$ cat src/rtl/cont_display_driver.sv
`default_nettype none
// ============================================================================
//  Module   : cont_display_driver
//  Purpose  : Samples a 4-bit triangle counter (0..15..0) every clock, splits
//             the value into two decimal digits (00-15) and scans them onto a
//             two-digit common-anode 7-segment display. Also reports the
//             counting direction and a one-cycle turnaround pulse.
//  Revision : 1.0 - initial release
// ----------------------------------------------------------------------------
//  Parameters
//    REFRESH_DIV   : clock cycles each digit stays lit (>= 2)
//    BLANK_LEADING : 1 blanks the tens digit when it is 0, 0 always shows it
//  Ports
//    clock   in  1 : single clock, rising edge
//    reset   in  1 : synchronous, active-high
//    cnt     in  4 : count value from the counter, 0..15
//    seg     out 7 : segments, active-low, seg[0]=a .. seg[6]=g
//    an      out 2 : digit enables, active-low, an[0]=ones, an[1]=tens
//    dir_led out 1 : 0 = counting up, 1 = counting down
//    turn    out 1 : one-cycle pulse when dir_led changes
// ============================================================================
module cont_display_driver #(
  parameter int REFRESH_DIV   = 50000,
  parameter int BLANK_LEADING = 1
) (
  input  logic       clock,
  input  logic       reset,
  input  logic [3:0] cnt,
  output logic [6:0] seg,
  output logic [1:0] an,
  output logic       dir_led,
  output logic       turn
);

  localparam int             DW          = (REFRESH_DIV > 1) ? $clog2(REFRESH_DIV) : 1;
  localparam logic [DW-1:0]  c_div_last  = DW'(REFRESH_DIV - 1);
  localparam logic [DW-1:0]  c_div_one   = DW'(1);
  localparam logic [6:0]     c_seg_blank = 7'b1111111;

  // Active-low gfedcba pattern for one decimal digit.
  function automatic logic [6:0] seg_pattern(input logic [3:0] d);
    logic [6:0] p;
    p = c_seg_blank;
    case (d)
      4'd0:    p = 7'b1000000;
      4'd1:    p = 7'b1111001;
      4'd2:    p = 7'b0100100;
      4'd3:    p = 7'b0110000;
      4'd4:    p = 7'b0011001;
      4'd5:    p = 7'b0010010;
      4'd6:    p = 7'b0000010;
      4'd7:    p = 7'b1111000;
      4'd8:    p = 7'b0000000;
      4'd9:    p = 7'b0010000;
      default: p = c_seg_blank;
    endcase
    return p;
  endfunction

  logic [3:0]    cnt_q;
  logic [3:0]    prev_q;
  logic [DW-1:0] div_cnt;
  logic          digit_sel;

  // Decimal split of the captured count.
  logic       tens;
  logic [3:0] ones;
  assign tens = (cnt_q >= 4'd10);
  assign ones = tens ? (cnt_q - 4'd10) : cnt_q;

  logic cnt_up;
  logic cnt_down;
  assign cnt_up   = (cnt_q > prev_q);
  assign cnt_down = (cnt_q < prev_q);

  // Capture and direction tracking. Plain unsigned compare: 15->0 is down.
  always_ff @(posedge clock) begin
    if (reset) begin
      cnt_q   <= 4'd0;
      prev_q  <= 4'd0;
      dir_led <= 1'b0;
      turn    <= 1'b0;
    end else begin
      cnt_q  <= cnt;
      prev_q <= cnt_q;
      if (cnt_up) begin
        dir_led <= 1'b0;
        turn    <= dir_led;      // pulse only if we were counting down
      end else if (cnt_down) begin
        dir_led <= 1'b1;
        turn    <= ~dir_led;     // pulse only if we were counting up
      end else begin
        turn    <= 1'b0;
      end
    end
  end

  // Refresh divider: digit_sel flips once every REFRESH_DIV cycles.
  always_ff @(posedge clock) begin
    if (reset) begin
      div_cnt   <= '0;
      digit_sel <= 1'b0;
    end else if (div_cnt == c_div_last) begin
      div_cnt   <= '0;
      digit_sel <= ~digit_sel;
    end else begin
      div_cnt   <= div_cnt + c_div_one;
    end
  end

  // Registered display outputs, built from the current digit_sel and cnt_q,
  // so a digit switch reaches the pins one cycle after digit_sel toggles.
  always_ff @(posedge clock) begin
    if (reset) begin
      seg <= c_seg_blank;
      an  <= 2'b11;
    end else if (!digit_sel) begin
      an  <= 2'b10;
      seg <= seg_pattern(ones);
    end else if (tens) begin
      an  <= 2'b01;
      seg <= seg_pattern(4'd1);
    end else if (BLANK_LEADING != 0) begin
      an  <= 2'b11;
      seg <= c_seg_blank;
    end else begin
      an  <= 2'b01;
      seg <= seg_pattern(4'd0);
    end
  end

endmodule
`default_nettype wire

$ cat config.mk
export PLATFORM = sky130hd
export DESIGN_NAME = cont_display_driver
export DESIGN_NICKNAME = d
export VERILOG_FILES = /design/src/rtl/cont_display_driver.sv
export SDC_FILE = /design/constraint.sdc
export NUM_CORES = 1
export LEC_CHECK = 0
export ABC_AREA = 1
export BUFFER_PORTS_ARGS = -buffer_cell sky130_fd_sc_hd__clkbuf_2
export CAP_MARGIN = 20
export CORE_UTILIZATION = 56
export CTS_BUF_LIST = sky130_fd_sc_hd__clkbuf_16
export DETAILED_ROUTE_END_ITERATION = 6
export PLACE_DENSITY = 0.76
export SETUP_SLACK_MARGIN = 0.05
export SYNTH_ARGS = -nofsm -noshare
export SYNTH_HDL_FRONTEND = slang
export SYNTH_SLANG_ARGS = --single-unit
$ cat constraint.sdc
create_clock -name clock -period 2.1 [get_ports clock]
set_clock_uncertainty 0.1 [all_clocks]
set_input_delay 0.105 -clock clock [delete_from_list [all_inputs] [get_ports clock]]
set_output_delay 0.105 -clock clock [all_outputs]
set_load 0.01 [all_outputs]
Word level (Yosys, flattened, before mapping):

Memories as Yosys holds them, arrays and structs flattened.
Index checks and enable logic that the tools add are counted.
Widths: inputs -> output; s select.

* flip-flop bits (word level): 36
* bits in latches: 0
* RAM bits: 0
* ROM bits: 112
* input bits: 6
* word-level logic and storage cells: 28
* memories kept: 1

* $add $sub $neg: 2
* multipliers: 0
* div/mod/pow operators: 0
* magnitude comparators: 3
* equal/unequal tests: 1
* shift-type cells: 0
* multiplexer cells: 7
* bitwise operators: 2
* reductions and logical operators: 3

Memory list
* (no name shown): depth 16, width 7, read ports 1, clocked after memory_dff 0, write ports 0, line 44 `case (d)`

Operator list (count)
* $add 16x1->16 const B: 1
* $eq 16x16->1 const B: 1
* $mux 7: 1
* $reduce_or 2->1: 3
* $ge 4x4->1 const B: 1
* $gt 4x4->1: 1
* $lt 4x4->1: 1
* $mux 4: 1
* $sub 4x4->4 const B: 1
* $mux 1: 3
* $mux 3: 1
* $mux 2: 1
* $not 1->1: 2

Longest topological paths before layout:

Gate-level depths: netlist of run 1.
An unclocked memory read counts as a cell.

* depth in word-level cells: 4
* gate-level depth with buffers: 10

Least setup slack after synthesis of run 1:

No wires, ideal clock.

* kind: flip-flop to flip-flop
* from: register cnt_q[3]
* to: register seg[1]
* setup time: 56 ps
* data arrival time: 1339 ps
* setup slack: 605 ps
* stages on the path, launching flop included: 10
* period minus slack after synthesis: 1495 ps
* cell sequence: dfxtp_1 buf_6 nand2_1 inv_1 nor2_1 ha_1 or2_1 nand3_1 nand2_1 inv_1

* cells in the longest elaborated chain, start to end: 4

Ends and longest elaborated chain
* start, declared: line 60 `logic [3:0] cnt_q;`
* start signal, assigned: line 84 `cnt_q <= cnt;`
* $sub 4x4->4 or $ge 4x4->1 (tied branches): line 69, 68
* $mux 4: line 69 `assign ones = tens ? (cnt_q - 4'd10) : cnt_q;`
* $mem_v2 16x7
* $mux 7 *: line 117 `end else if (!digit_sel) begin`
* end signal, assigned: line 115 `seg <= c_seg_blank;`
* end signal, assigned: line 119 `seg <= seg_pattern(ones);`
* end signal, assigned: line 122 `seg <= seg_pattern(4'd1);`
* end, declared: line 29 `output logic [6:0] seg,`

Mark *: on every way between the ends. The rest lies on a longest branch, timed or not.
A chain may end at the register's enable or synchronous reset.

Final worst setup path of run 1:

Same ends and word-level chain as after synthesis.

==> run_results.csv, run 1 <==
group,metric,value,unit
critical_path,timing.critical_path.required,2.23,ns
routing,final_antenna_net_count,0,
routing,detailroute.wirelength.met2,1160,microns
clock_network,clock_tree_from_tritoncts,"yes",
placed_design,io_buffers,16,
grt,first_pass_grt_wire_length,5040,microns
timing,layout_worst_path_cycle_share,80.7,%
final_layout,num-fill-cells,240,
yosys,synth.yosys.seq_area_share,42.0,%
final_layout,insertedDiodeCount,0,
die,dieArea,3290,sq um
routing,met3RoutedLength,150,microns
clock_network,cts-buffers-inserted,5,
routing,detail_route.drc_violations,4,
routing,vias,1403,
final_layout,drive_gt1_share,15.4,%
job,max-cap-violations,0,
run_status,violations,"design-rule violations",
critical_path,worstRegToRegCells,7,
clock_network,cts_max_path_buffers,2,
yosys,synth_seq_cells,36,
critical_path,cpLargestDelayFamily,"simple AND/OR/NAND/NOR gates",
timing,worst_hold_margin,0.0461,ns
yosys,yosys_warnings,0,
placed_design,post_dp_hpwl,2070,microns
yosys,synth.avg_cell_area,7.33,sq um
critical_path,critical_path_class,"flip-flop to flip-flop",
clock_network,htree_levels,2,
die,ioPinCount,17,
critical_path,crit_fanout,10,
placed_design,globalplace.congestion,0.809,
timing,setup-violations-final,0,
yosys,ys_top_cells_by_area,"sky130_fd_sc_hd__dfxtp_1 (42%), sky130_fd_sc_hd__nand2_1 (11%), sky130_fd_sc_hd__nor2_1 (8.1%)",
timing,fin_tns_setup,0,ns
placed_design,detailedPlace.worstSlack,0.442,ns
run_status,run_status,"finished, violations left",
routing,avgRoutedWirePerCell,9.79,microns
routing,routedLengthMet1,1480,microns
die,core_area,2830,sq um
yosys,synth_area,1720,sq um
grt,grt_usage,20.3,%
power,worst_vdd_rail_ir_drop,0.000987,V
timing,layout_setup_ws,0.405,ns
yosys,synthDominantAreaCellType,"sky130_fd_sc_hd__dfxtp_1",
clock_network,cts_root_buf,"sky130_fd_sc_hd__clkbuf_16",
power,power_per_cell_area,847,nW/um^2
die,chipHeight,57.3,microns
critical_path,slowest_stage,"sky130_fd_sc_hd__dfxtp_1",
clock_network,clock_latency,0.28,ns
timing,final-max-slew-violation-count,0,
final_layout,regArea,721,sq um
critical_path,worstPathBufferInverterCount,1,
critical_path,crit_path_end_kind,"flip-flop",
yosys,netlist-cell-type-count,28,
grt,initial_antenna_violation_count,0,
min_path,worstHoldPathType,"primary input to flip-flop",
final_layout,design.final.nets,273,
routing,top_signal_layer_used,"met4",
grt,grt_max_degree,17,
grt,first_global_vias,1175,
critical_path,worstSetupStartpointType,"flip-flop",
grt,globalRoute.totalOverflow,0,
routing,finalWirelength,2840,microns
yosys,synth_top_area_share,42.0,%
routing,viasPerCell,4.84,
critical_path,worstSetupPathDepth,7,
routing,dr.first_iter.drc_count,48,
timing,rsz_0062_raised_after_global_routing,"no",
routing,drt_pre_antenna_iters,6,
timing,fmax,590,MHz
final_layout,multi_input_comb_area,825,sq um
die,floorplan.rows,19,
timing,post-route-min-period,1.70,ns
clock_network,tritoncts_num_sinks,36,
clock_network,clk_pin_slew_worst_paths,0.05,ns
min_path,min_path_cells,2,
critical_path,worstPathArrival,1.83,ns
yosys,syn-num-nets,249,
clock_network,post-cts-setup-buffers,0,
die,effective_utilization_at_floorplan,60.6,%
final_layout,syn2layout_area_growth,17.2,%
power,power_leakage,0.880,nW
timing,relSlewSlack,77.4,%
critical_path,timing.critical_path.cells,"a21oi_1 > nor2_1 > ha_1 > or2_1 > nand3_1 > nand2_1 > inv_1",
critical_path,max_stage_delay,0.52,ns
yosys,post_synthesis_cell_count,234,
clock_network,cts-resized-gates,0,
timing,timing_hold_violations_final,0,
timing,worst-slew-pin-transition,0.339,ns
die,fp.dieW,57.3,microns
clock_network,postCtsHoldBufs,4,
synth_stat cells:
cell type,number
sky130_fd_sc_hd__ha_1,9
sky130_fd_sc_hd__nor2_1,37
sky130_fd_sc_hd__buf_2,1
sky130_fd_sc_hd__o21ai_0,5
sky130_fd_sc_hd__nand4_1,3
sky130_fd_sc_hd__or2_0,1
sky130_fd_sc_hd__or2_1,1
sky130_fd_sc_hd__nor3_1,2
sky130_fd_sc_hd__nand2_2,4
sky130_fd_sc_hd__nand3_2,1
sky130_fd_sc_hd__xor2_1,3
sky130_fd_sc_hd__inv_1,33
sky130_fd_sc_hd__nor2_2,1
sky130_fd_sc_hd__a21oi_2,2
sky130_fd_sc_hd__buf_6,1
sky130_fd_sc_hd__and2_1,1
sky130_fd_sc_hd__nand3_1,18
sky130_fd_sc_hd__a21oi_1,11
sky130_fd_sc_hd__buf_8,1
sky130_fd_sc_hd__nand2_1,49
sky130_fd_sc_hd__xnor2_1,1
sky130_fd_sc_hd__a21boi_0,1
sky130_fd_sc_hd__nand3b_1,2
sky130_fd_sc_hd__dfxtp_1,36
sky130_fd_sc_hd__nand2_4,1
sky130_fd_sc_hd__inv_2,4
sky130_fd_sc_hd__o21ai_1,2
sky130_fd_sc_hd__nor2_4,3
where the power goes:
part | total (mW) | internal (mW) | switching [mW]
sequential | 0.731 | 0.716 | 0.0158
clock | 0.829 | 0.556 | 0.272
combinational | 0.143 | 0.0575 | 0.0857
total | 1.70 | 1.33 | 0.374
final cells by class:
cell class | instances | area share [%]
clock buffer | 5 | 6.22
inverter | 37 | 6.91
timing repair buffer | 20 | 5.97
multi-input combinational | 158 | 41.0
tap | 31 | 1.93
clock inverter | 3 | 2.12
sequential | 36 | 35.8
sequential cells by signal (all words and copies together) (netlist names):
signal,cells
turn,1
seg,7
an,2
div_cnt,16
digit_sel,1
cnt_q,4
dir_led,1
prev_q,4
through the flow:
step	util [%]	std cells	total power, mW	instance area (sq um)
2_1_floorplan	-	234	0.846	1720
3_3_place_gp	63.7	278	0.880	1800
3_5_place_dp	63.7	278	0.883	1800
4_1_cts	71.1	290	1.72	2010
5_1_grt	71.1	290	1.77	2010
6_report	71.1	290	1.70	2010
logic make-up (layout without fill, tap and decap cells):
family,count (synthesis),after routing,synth area share [%]
flip-flops,36,36,42.0
AO/OA/AOI/OAI,21,21,6.71
adder cells (fa/ha/maj),9,9,6.56
buffers and inverters,40,65,9.92
AND/OR/NAND/NOR,124,124,32.8
XOR/XNOR,4,4,2.04
cell usage in the layout (no fill, tap or decap), types with 2 or more instances in the layout:
cell type | netlist | layout
sky130_fd_sc_hd__nand3_1 | 18 | 18
sky130_fd_sc_hd__o21ai_1 | 2 | 2
sky130_fd_sc_hd__xor2_1 | 3 | 3
sky130_fd_sc_hd__nor2_4 | 3 | 3
sky130_fd_sc_hd__inv_2 | 4 | 4
sky130_fd_sc_hd__clkbuf_2 | 0 | 16
sky130_fd_sc_hd__dlygate4sd3_1 | 0 | 4
sky130_fd_sc_hd__inv_1 | 33 | 33
sky130_fd_sc_hd__nor2_1 | 37 | 37
sky130_fd_sc_hd__clkbuf_16 | 0 | 5
sky130_fd_sc_hd__nand2_2 | 4 | 4
sky130_fd_sc_hd__ha_1 | 9 | 9
sky130_fd_sc_hd__dfxtp_1 | 36 | 36
sky130_fd_sc_hd__o21ai_0 | 5 | 5
sky130_fd_sc_hd__nand4_1 | 3 | 3
sky130_fd_sc_hd__a21oi_1 | 11 | 11
sky130_fd_sc_hd__nand2_1 | 49 | 49
sky130_fd_sc_hd__a21oi_2 | 2 | 2
sky130_fd_sc_hd__nand3b_1 | 2 | 2
sky130_fd_sc_hd__nor3_1 | 2 | 2
final timing paths:
| kind | startpoint | to | slack (ns) |
|---|---|---|---|
| hold / removal | reset | digit_sel | 0.05 |
| setup / recovery | cnt_q[3] | seg[1] | 0.40 |
| hold reg to reg | div_cnt[0] | div_cnt[0] | 0.35 |
| setup reg to reg | cnt_q[3] | seg[1] | 0.40 |
per-layer routing:
| layer | GRT usage [%] | vias to the layer above |
|---|---|---|
| li1 | - | 777 |
| met1 | 27.9 | 591 |
| met2 | 28.4 | 30 |
| met3 | 7.71 | 5 |
| met4 | 8.36 | 0 |
| met5 | 0 | - |
No activity file was read; power rests on OpenSTA's default activity.
==> inputs of run 2 (changes only) <==
- CORE_UTILIZATION: 56 -> 52
- PLACE_DENSITY: 0.76 -> 0.74
- clock period: 2.1 -> 1.5 ns (I/O delays scaled with it)
==> run 2 against run 1 <==
Net effect: the flow finishes with violations (negative setup slack); non-clock buffer count rose by 11; count of clock-buffer cells in the layout did not move; clock power rose by 21%; routed wire length rose by 29%; worst hold slack got worse by 0.041 ns; setup slack got worse by 0.42 ns; cell count rose by 8.6%; design area rose by 11%; register-to-register slack got worse by 0.42 ns; largest power group is now sequential cells; highest routed layer unchanged.
==> run_results.csv, run 2 (synthesized netlist as in run 1, its figures left out) <==
group,metric,value,unit
critical_path,timing.critical_path.cells,"nand2_1 > inv_2 > nor2_4 > ha_1 > or2_1 > nand3_2 > nand2_1 > inv_1",
final_layout,largest-register,"div_cnt",
grt,globalRoute.totalOverflow,0,
clock_network,clock_tree_from_tritoncts,"yes",
final_layout,final_cell_area,2230,sq um
min_path,hold_path_startpoint,"reset",
critical_path,rr_startpoint,"cnt_q[1]",
grt,first_global_vias,1209,
final_layout,design.final.nets,285,
placed_design,io_buffers,16,
timing,setup-violations-final,1,
critical_path,max_stage_delay,0.36,ns
final_layout,instances_no_fill,315,
final_layout,insertedDiodeCount,0,
timing,relSlewSlack,75.1,%
grt,grt_usage,20.3,%
die,effective_utilization_at_floorplan,55.3,%
critical_path,critical_path_class,"flip-flop to flip-flop",
die,fp.dieW,59.4,microns
clock_network,cts-buffers-inserted,5,
critical_path,cpLargestDelayFamily,"simple AND/OR/NAND/NOR gates",
power,power_leakage,0.982,nW
critical_path,worstPathArrival,1.64,ns
placed_design,globalplace.congestion,0.799,
die,floorplan.rows,20,
timing,worst-slew-pin-transition,0.373,ns
placed_design,placedCellCount,298,
clock_network,clk_pin_slew_worst_paths,0.05,ns
routing,viasPerCell,4.84,
critical_path,crit_fanout,5,
timing,final-max-slew-violation-count,0,
job,max-cap-violations,0,
grt,first_pass_grt_wire_length,5120,microns
clock_network,tritoncts_num_sinks,36,
routing,drt_pre_antenna_iters,5,
clock_network,clock_latency,0.28,ns
final_layout,drive_gt1_share,26.6,%
final_layout,mostFrequentLayoutCells,"sky130_fd_sc_hd__nand2_1 (44), sky130_fd_sc_hd__nor2_1 (35), sky130_fd_sc_hd__inv_1 (31), sky130_fd_sc_hd__dfxtp_1 (31)",
routing,final_antenna_net_count,0,
routing,avgRoutedWirePerCell,11.6,microns
placed_design,post_dp_hpwl,2240,microns
timing,layout_worst_path_cycle_share,101,%
power,power_per_cell_area,1030,nW/um^2
routing,finalWirelength,3670,microns
routing,detail_route.drc_violations,0,
die,chipHeight,59.4,microns
run_status,violations,"negative setup slack",
critical_path,worstSetupStartpointType,"flip-flop",
clock_network,cts_root_buf,"sky130_fd_sc_hd__clkbuf_16",
critical_path,slowest_stage,"sky130_fd_sc_hd__dfxtp_4",
critical_path,critical-path-top-cell-by-count,"sky130_fd_sc_hd__nand2_1",
critical_path,worstPathBufferInverterCount,2,
routing,dr.first_iter.drc_count,56,
clock_network,htree_levels,2,
min_path,worstHoldPathType,"primary input to flip-flop",
critical_path,crit_path_end_kind,"flip-flop",
run_status,run_status,"finished, violations left",
timing,post-route-min-period,1.51,ns
grt,grt_max_degree,17,
critical_path,timing.critical_path.from,"cnt_q[1]",
die,core_area,3100,sq um
die,ioPinCount,17,
timing,layout_setup_ws,-0.0111,ns
timing,fmax,662,MHz
die,dieArea,3530,sq um
timing,rsz_0062_raised_after_global_routing,"yes",
final_layout,flip_flop_count_of_the_largest_register_all_copies_and_words_added,16,
routing,vias,1526,
power,worst_vdd_rail_ir_drop,0.00100,V
final_layout,num-fill-cells,269,
timing,fin_tns_setup,-0.0111,ns
final_layout,layout_commonest_cell,"sky130_fd_sc_hd__nand2_1",
critical_path,timing.critical_path.required,1.63,ns
final_layout,largest_registers,"div_cnt (16), seg (7)",
final_layout,syn2layout_area_growth,29.9,%
clock_network,cts_max_path_buffers,2,
timing,timing_hold_violations_final,0,
placed_design,placedInstanceArea,1880,sq um
grt,initial_antenna_violation_count,0,
run 2: cell types whose count changed in the layout (fill, tap and decap cells not counted), moves of 3 or more:
| cell | change |
|---|---|
| sky130_fd_sc_hd__dfxtp_2 | +3 |
| sky130_fd_sc_hd__nand2_1 | -5 |
| sky130_fd_sc_hd__o21ai_0 | -3 |
| sky130_fd_sc_hd__nand2_4 | +3 |
| sky130_fd_sc_hd__dfxtp_1 | -5 |
| sky130_fd_sc_hd__buf_4 | +11 |
run 2: layout make-up:
class                           count  area [sq um]  share of cell area [%]
Clock inverter                      3          18.8                   0.842
Multi-Input combinational cell    159           953                    42.8
Inverter                           37           141                    6.34
Sequential cell                    36           732                    32.8
Timing Repair Buffer               31           203                    9.10
Tap cell                           44          55.1                    2.47
Clock buffer                        5           125                    5.61
run 2: what timing repair did:
item                                    4_1_cts  5_1_grt
pin swaps                                     3       10
setup buffers                                 0        4
hold buffers                                  4        0
endpoints found under the setup margin        7       25
gates resized for setup                      12       21
endpoints found under the hold margin         4        0
cloned                                        0        1
run 2: worst reg2reg max path, cell delays in order, from the launching register on:
cell,delay [ns]
sky130_fd_sc_hd__dfxtp_4,0.36
sky130_fd_sc_hd__nand2_1,0.13
sky130_fd_sc_hd__inv_2,0.06
sky130_fd_sc_hd__nor2_4,0.13
sky130_fd_sc_hd__ha_1,0.25
sky130_fd_sc_hd__or2_1,0.26
sky130_fd_sc_hd__nand3_2,0.08
sky130_fd_sc_hd__nand2_1,0.05
sky130_fd_sc_hd__inv_1,0.04
run 2: path summary, 6_finish.rpt:
path                                   end  slack [ns]  cells after the start
worst min register to register  div_cnt[0]        0.35                      1
worst min-delay path              cnt_q[1]       0.005                      2
worst max-delay path                seg[1]       -0.01                      8
worst max register to register      seg[1]       -0.01                      8
run 2: through the flow:
step	utilization [%]	hold slack (ns)	power, mW	worst slack, ns
floorplan	-	0.0746	1.19	0.0582
global placement	60.5	0.167	1.24	0.0248
detailed placement	60.5	0.164	1.25	-0.0236
CTS	67.7	0.000164	2.27	0.0483
global route	71.8	0.0277	2.38	-0.0636
finish	71.8	0.00504	2.29	-0.0111
run 2: layer usage:
metal | wire, microns | up-vias | part of all wire [%] | track usage (%)
met1 | 1650 | 681 | 45 | 23.5
met5 | 0 | - | 0 | 0
met2 | 1800 | 33 | 49 | 33.4
li1 | - | 804 | - | -
met4 | 72 | 0 | 2.0 | 10.2
met3 | 150 | 8 | 4.1 | 6.55
run 2: where the power goes:
group	internal, mW	leakage (nW)	switching (mW)
logic	0.112	0.611	0.155
registers	1.00	0.298	0.0226
clock network	0.611	0.0736	0.391
==> inputs of run 3 (changes only) <==
- CELL_PAD_IN_SITES_DETAIL_PLACEMENT: not set -> 0
- CELL_PAD_IN_SITES_GLOBAL_PLACEMENT: not set -> 2
- CORE_UTILIZATION: 52 -> 30
- PLACE_DENSITY: 0.74 -> not set
- PLACE_DENSITY_LB_ADDON: not set -> 0.1
==> run 3 against run 2 <==
Net effect: the flow now finishes without violations; maximum frequency increased by 5.0%; clock power about the same; sequential share of layout area decreased by 1.3 points; via count up 0.26%; total power fell by 0.60%; flip-flop and latch count is the same; count of clock-buffer cells in the layout did not move; setup slack improved by 0.071 ns; global-route usage is 6.9 points lower; critical endpoint is now seg[3].
==> run_results.csv, run 3 (synthesized netlist as in run 1, its figures left out) <==
group,metric,value,unit
final_layout,final_cell_area,2320,sq um
final_layout,insertedDiodeCount,0,
final_layout,syn2layout_area_growth,35.2,%
final_layout,largest-register,"div_cnt",
routing,detail_route.drc_violations,0,
final_layout,layout.core_utilization,42.1,%
routing,avgRoutedWirePerCell,10.6,microns
timing,relSlewSlack,72.1,%
timing,rsz_0062_raised_after_global_routing,"yes",
placed_design,placedInstanceArea,1960,sq um
placed_design,globalplace.congestion,0.765,
clock_network,cts_root_buf,"sky130_fd_sc_hd__clkbuf_16",
grt,first_global_vias,1411,
critical_path,crit_fanout,6,
routing,finalWirelength,3700,microns
min_path,worstHoldPathType,"primary input to flip-flop",
grt,first_pass_grt_wire_length,6150,microns
power,power_leakage,1.00,nW
placed_design,io_buffers,16,
clock_network,htree_levels,2,
power,worst_vdd_rail_ir_drop,0.000503,V
placed_design,post_dp_hpwl,2620,microns
final_layout,drive_gt1_share,27.3,%
clock_network,tritoncts_num_sinks,36,
routing,detailroute.wirelength.met2,1860,microns
die,effective_utilization_at_floorplan,31.2,%
critical_path,worstPathArrival,1.50,ns
grt,globalRoute.totalOverflow,0,
final_layout,layout_commonest_cell,"sky130_fd_sc_hd__nand2_1",
die,dieArea,6020,sq um
clock_network,clock_tree_from_tritoncts,"yes",
routing,met3RoutedLength,97,microns
critical_path,cpLargestDelayFamily,"flip-flops",
grt,grt_usage,13.4,%
routing,routedLengthMet1,1700,microns
critical_path,critical_path_class,"flip-flop to flip-flop",
final_layout,flip_flop_count_of_the_largest_register_all_copies_and_words_added,16,
die,core_area,5510,sq um
clock_network,clock_latency,0.28,ns
die,chipHeight,77.6,microns
timing,post-route-min-period,1.44,ns
routing,dr.first_iter.drc_count,38,
critical_path,timing.critical_path.required,1.56,ns
routing,drt_pre_antenna_iters,4,
timing,setup-violations-final,0,
timing,worst-slew-pin-transition,0.417,ns
routing,viasPerCell,4.37,
critical_path,timing.critical_path.cells,"inv_4 > ha_4 > nand2_4 > nand2_4 > nand3_4 > a21oi_4 > nand3_1",
critical_path,crit_path_end_kind,"flip-flop",
die,fp.dieW,77.6,microns
critical_path,max_stage_delay,0.38,ns
critical_path,slowest_stage,"sky130_fd_sc_hd__dfxtp_4",
timing,fmax,695,MHz
die,ioPinCount,17,
critical_path,worstSetupStartpointType,"flip-flop",
die,floorplan.rows,27,
power,power_per_cell_area,982,nW/um^2
final_layout,mostFrequentLayoutCells,"sky130_fd_sc_hd__nand2_1 (45), sky130_fd_sc_hd__nor2_1 (35), sky130_fd_sc_hd__inv_1 (32), sky130_fd_sc_hd__dfxtp_1 (32), sky130_fd_sc_hd__nand3_1 (18)",
timing,fin_tns_setup,0,ns
final_layout,largest_registers,"div_cnt (16), seg (7)",
clock_network,cts-buffers-inserted,5,
critical_path,critical-path-top-cell-by-count,"sky130_fd_sc_hd__nand2_4",
timing,worst_hold_margin,0.0415,ns
clock_network,cts_max_path_buffers,2,
run_status,run_status,"finished clean",
placed_design,placedCellCount,332,
routing,top_signal_layer_used,"met4",
timing,timing_hold_violations_final,0,
final_layout,design.final.nets,292,
clock_network,clk_pin_slew_worst_paths,0.05,ns
final_layout,instances_no_fill,350,
timing,final-max-slew-violation-count,0,
routing,vias,1530,
critical_path,worstPathBufferInverterCount,1,
grt,initial_antenna_violation_count,0,
grt,grt_max_degree,17,
timing,layout_worst_path_cycle_share,96.0,%
job,max-cap-violations,0,
routing,final_antenna_net_count,0,
-- run 3: changes by cell type in the layout (fill, tap and decap cells not counted), moves of 2 or more --
cell,before,now
sky130_fd_sc_hd__nand3_1,16,18
sky130_fd_sc_hd__nand3_2,2,0
sky130_fd_sc_hd__buf_4,11,17
sky130_fd_sc_hd__ha_1,7,5
-- run 3: power by group --
group          total (mW)  switching (mW)  internal [mW]
logic               0.285           0.158          0.127
clock network       0.972           0.370          0.602
registers            1.02          0.0200           1.00
-- run 3: layout make-up --
type	instances	area [sq um]
fill	568	3190
tap	72	90.1
inverter	37	141
clock buffer	5	125
clock inverter	3	13.8
timing repair buffer	38	259
sequential	36	731
multi-input combinational	159	960
-- run 3: worst register-to-register path: cells and delay by family (launching register included) --
family                     cells  cell delay [ns]
buffers and inverters          1             0.05
adders and majority gates      1             0.26
and+or+nand+nor                4             0.34
DFF                            1             0.38
AOI/OAI and AO/OA              1             0.19
-- run 3: repair_timing --
item	CTS	global route
gates resized for setup	11	22
cloned	0	1
pin swaps	5	10
hold buffers	4	0
endpoints found under the hold margin	4	0
setup endpoints to repair	9	25
setup buffers	2	3
-- run 3: worst paths after layout --
path,startpoint,endpoint,slack [ns],cells past startpoint
setup reg to reg,cnt_q[1],seg[3],0.06,7
hold / removal,reset,cnt_q[1],0.04,2
setup / recovery,cnt_q[1],seg[3],0.06,7
hold reg to reg,div_cnt[15],div_cnt[15],0.37,2
-- run 3: per-stage QoR --
stage	power (mW)	setup slack, ns
after detailed placement	1.26	-0.0168
after global routing	2.41	-0.0282
after floorplan	1.19	0.0582
after global placement	1.27	-0.00399
final	2.28	0.0603
after CTS	2.29	0.0554
-- run 3: layer usage --
metal / GRT usage (%) / up-vias
li1: - / 821
met3: 4.59 / 4
met1: 14.3 / 690
met4: 5.66 / 0
met5: 0 / -
met2: 23.8 / 15
